## config.mk

```make
export PLATFORM = sky130hd
export DESIGN_NAME = reg_wb_arbiter
export DESIGN_NICKNAME = d
export VERILOG_FILES = /design/src/rtl/reg_wb_arbiter.sv
export SDC_FILE = /design/constraint.sdc
export NUM_CORES = 1
export LEC_CHECK = 0
export ABC_AREA = 0
export CORE_MARGIN = 1.5
export CORE_UTILIZATION = 44
export CTS_BUF_LIST = sky130_fd_sc_hd__clkbuf_16
export CTS_CLUSTER_SIZE = 28
export DETAILED_ROUTE_END_ITERATION = 6
export PLACE_DENSITY = 0.77
export SYNTH_ARGS = -nofsm -noshare
export SYNTH_HDL_FRONTEND = slang
export SYNTH_SLANG_ARGS = --single-unit
```

## constraint.sdc

```tcl
create_clock -name i_clk -period 3 [get_ports i_clk]
set_input_delay 0.45 -clock i_clk [delete_from_list [all_inputs] [get_ports i_clk]]
set_output_delay 0.45 -clock i_clk [all_outputs]
set_load 0.005 [all_outputs]
```

## src/rtl/reg_wb_arbiter.sv

```systemverilog
// rtl/reg_wb_arbiter.sv - register write-back arbiter for pipeline and multi-cycle results
// Buffered multi-cycle results compete with the pipeline for one registered write port.
module reg_wb_arbiter (
    input  logic        i_clk,
    input  logic        i_rst,
    input  logic        i_alu_valid,
    input  logic [4:0]  i_alu_rd,
    input  logic [31:0] i_alu_data,
    input  logic        i_mdu_valid,
    input  logic [4:0]  i_mdu_rd,
    input  logic [31:0] i_mdu_data,
    output logic        o_mdu_ready,
    output logic        o_reg_write,
    output logic [4:0]  o_write_rd,
    output logic [31:0] o_write_data,
    output logic        o_stall,
    output logic [31:0] o_busy
);

    logic [4:0]  fifo_rd   [2];
    logic [31:0] fifo_data [2];
    logic        head;
    logic [1:0]  count;
    logic [1:0]  starve;

    logic        fifo_ne;
    logic        alu_ok;
    logic        push;
    logic        sel_fifo;
    logic        sel_alu;
    logic        tail;

    always_comb begin
        fifo_ne     = (count != 2'd0);
        o_mdu_ready = !i_rst && (count != 2'd2);
        o_stall     = !i_rst && ((count == 2'd2) || (starve == 2'd3));
        alu_ok      = i_alu_valid && (i_alu_rd != 5'd0);
        // rd==0 results are acknowledged but dropped here
        push        = i_mdu_valid && o_mdu_ready && (i_mdu_rd != 5'd0);
        sel_fifo    = fifo_ne && (o_stall || !alu_ok);
        sel_alu     = !o_stall && alu_ok;
        tail        = head ^ count[0];
    end

    always_comb begin
        o_busy = '0;
        if (!i_rst) begin
            if (count != 2'd0) o_busy[fifo_rd[head]] = 1'b1;
            if (count == 2'd2) o_busy[fifo_rd[~head]] = 1'b1;
        end
    end

    // Storage is qualified by count/head, so it needs no reset
    always_ff @(posedge i_clk) begin
        if (!i_rst && push) begin
            fifo_rd[tail]   <= i_mdu_rd;
            fifo_data[tail] <= i_mdu_data;
        end
    end

    always_ff @(posedge i_clk) begin
        if (i_rst) begin
            head         <= 1'b0;
            count        <= 2'd0;
            starve       <= 2'd0;
            o_reg_write  <= 1'b0;
            o_write_rd   <= 5'd0;
            o_write_data <= 32'd0;
        end else begin
            head  <= head ^ sel_fifo;
            count <= count + {1'b0, push} - {1'b0, sel_fifo};
            if (sel_fifo || !fifo_ne)
                starve <= 2'd0;
            else if (sel_alu && (starve != 2'd3))
                starve <= starve + 2'd1;
            o_reg_write <= sel_fifo || sel_alu;
            if (sel_fifo) begin
                o_write_rd   <= fifo_rd[head];
                o_write_data <= fifo_data[head];
            end else if (sel_alu) begin
                o_write_rd   <= i_alu_rd;
                o_write_data <= i_alu_data;
            end
        end
    end

endmodule

```

==> metrics.yaml <==
status:
  status: "finished, final reports clean"
cells_and_area:
  final_area_sq_mm: 0.00785
  layout-drive-gt1-share_pct: 14.9
  fillers: 957
  multi_input_area_sq_mm: 0.00233
  diodes: 0
  seqCellArea_sq_mm: 0.00309
  final_util_pct: 65.1
  fin_nets: 712
  synthToLayoutAreaGrowth_pct: 43.7
  stdcell_count: 812
logic_synthesis:
  synth_area_leaders: "edfxtp_1 41%, dfxtp_1 16%, mux2i_1 7.0%"
  synth_cell_types: 38
  synth_top_cell_by_area: "edfxtp_1"
  syn_area_per_cell_sq_um: 11.3
  ys_ff_latch: 117
  synth-edff-count: 74
  yosysMostFrequentCell: "edfxtp_1"
  ys_warn_count: 0
  synthTopCellsByCount: "74 x edfxtp_1, 47 x a21oi_1, 43 x dfxtp_1, 39 x nand3_1"
  synth_top_area_share_pct: 40.7
  syn_inst: 485
  synth_fp_nets: 566
  netlist_area_sq_mm: 0.00547
  synth_seq_area_share_pct: 56.4
  synthArstFlopShare_pct: 0
  synthFlopType: "edfxtp_1"
detailed_routing:
  vias: 4543
  drc: 0
  drt-total-wl_mm: 14.4
  routedWlPerCell_um: 17.7
  routed.top_layer: "met4"
  met2WireLength_mm: 7.17
  wl_met1_mm: 5.95
  met3_length_um: 983
  vias_per_cell: 5.59
  drtIter0Drc: 524
  detail-route-antenna-nets: 0
  drtPass1Iterations: 5
clock_tree:
  clkSinkCount: 117
  clkTransAtPathRegs_ns: 0.06
  clk-insertion-delay-late_ns: 0.41
  cts_tree: "built"
  cts_max_level: 4
  clock_tree.root_cell: "clkbuf_16"
  cts_buffers: 17
  clk_path_buf_depth: 2
  holdBufCountCts: 0
setup_path:
  slowest_delay_ns: 0.56
  crit_type: "reg -> out"
  critical_path.slowest_cell: "or3b_2"
  path_depth: 5
  cp_num_buf_inv: 1
  reg2reg_from: "count[0]"
  rr_worst_depth: 5
  crit_fanout: 6
  worst_setup_path_start_kind: "register"
  timing.rr.end: "fifo_data[0][15]"
  path_cells: "or3b_2, a21oi_2, a22oi_1, nor2_1, clkdlybuf4s50_1"
  arrival_ns: 2.51
  regToRegSetupSlack_ns: 0.32
  critPathTopFamily: "simple AND/OR/NAND/NOR gates"
  cp_data_required_time_ns: 2.55
  cp-startpoint: "fifo_rd[0][2]"
  end_kind: "output port"
  setup.worst_path.end: "o_busy[2]"
sta:
  grt_setup_unrepaired: "true"
  finalSetupViolCount: 0
  slew_violations: 0
  relSlewSlack_pct: 23.1
  fmax_ghz: 0.338
  post-route-min-period_ns: 2.96
  finalClockSkew_ns: 0.0101
  fin_crit_sh_pct: 98.6
  hold_viol: 0
  worstMarginPinSlew_ns: 1.15
placement:
  dpl.hpwl_mm: 9.28
  place_congestion: 0.920
  placedCellCount: 774
  io_buffers: 149
  dpl_cell_area_sq_mm: 0.00706
floorplanning:
  core_sq_mm: 0.0121
  die_h_um: 114
  io_pins: 150
  die_area_sq_mm: 0.0131
  fp-row-count: 40
  die_x_um: 114
  start_util_pct: 45.3
hold_path:
  hold-path-cell-count: 3
  hold_class: "in -> reg"
pwr:
  total_leakage_power_nw: 2.61
  pwr_density_cell_mw_per_mm2: 752
  total_power_mw: 5.91
  peakVddDrop_mv: 0.385
grt:
  grt_pass1_vias: 4511
  grt_pass1_wl_mm: 22.5
  grt_start_max_net_pins: 75
  grt_use_total_pct: 22.3
  grt_remaining_overflow: 0
  antenna_found_initial: 0
flow_run:
  drv_cap: 0
[timing repair]
item | in CTS | in global routing
pin swaps | 0 | 3
setup buffers | 0 | 6
resized for setup | 6 | 30
setup endpoints to repair | 19 | 31
cloned | 0 | 0
[report_power, final]
part / total [mW] / internal (mW) / leakage [nW] / switching [mW]
registers: 2.13 / 2.01 / 1.03 / 0.124
clock network: 1.87 / 1.19 / 0.276 / 0.677
logic: 1.91 / 0.859 / 1.30 / 1.05
[area by class of cell]
type                       instances  area share, %
tap                              168           2.68
inverter                           3          0.143
sequential                       117           39.3
clock buffer                      17           5.42
timing repair buffer             167           21.2
clock inverter                    15           1.59
multi-input combinational        325           29.7
[placed cells by master, fill, tap and decap left out, types with 2 or more instances in the layout]
master           instances
mux2i_2                  5
nor2_1                  36
o221ai_2                 5
buf_12                   3
clkbuf_16               17
nand3_1                 39
clkinvlp_4               2
mux2i_1                 33
clkinv_1                 4
inv_1                    6
a21oi_4                  7
a21oi_2                  4
o221ai_1                32
a22oi_1                 28
ha_1                     3
buf_4                   14
edfxtp_1                74
xor2_1                   3
nor2b_1                  3
or3b_2                   5
clkinv_2                 3
nor3_2                   8
mux2_2                   6
or3_1                    2
dfxtp_1                 42
clkdlybuf4s50_1        147
nand2_1                 38
a22oi_2                  4
nor4_1                   2
and3_1                   2
nand3b_1                 6
a21oi_1                 40
bufinv_16                2
[cells by family (layout without fill, tap and decap cells)]
group                      after synthesis  after routing  synth area share (%)
xor gates and xnor gates                 4              4                 0.641
buffers and inverters                   43            202                  4.37
muxes                                   44             44                  8.20
DFF                                    117            117                  56.4
adders and majority gates                3              3                 0.687
and+or+nand+nor                        150            150                  13.1
AOI/OAI and AO/OA                      124            124                  16.6
[worst reg2reg max path: stages (launching register included)]
cell and delay, ns:
dfxtp_1 0.39, nand2b_1 0.39, nor2b_1 0.24, o211ai_1 0.18, buf_4 0.20, nor2_4 0.87
[per-stage QoR]
step           setup TNS (ns)  hold slack (ns)  setup slack [ns]
5_1_grt                -0.422            0.522           -0.0710
3_3_place_gp                0            0.550             0.201
6_report                    0            0.526            0.0433
3_5_place_dp                0            0.569             0.110
4_1_cts                     0            0.505           0.00442
2_1_floorplan          -0.563            0.521           -0.0152
[state kept, by name (all words and copies together), names as in the netlist]
signal	count
fifo_rd	10
o_write_data	32
count	2
starve	2
fifo_data	64
o_reg_write	1
head	1
o_write_rd	5
[how the worst min path moves through the flow]
stage	from	end	slack, ns
final	i_rst	o_write_data[14]	0.53
after global routing	i_rst	o_write_data[12]	0.52
after CTS	i_rst	o_write_data[22]	0.50
after detailed placement	count[1]	count[1]	0.57
after global placement	count[1]	count[1]	0.55
after floorplan	count[1]	count[1]	0.52
[per-layer routing]
metal | up-vias | GRT usage, %
met1 | 2157 | 25.9
met4 | 0 | 7.58
met5 | - | 0
met2 | 192 | 39.0
met3 | 27 | 7.09
li1 | 2167 | -
Note: power is estimated with default switching activity, not from simulation.
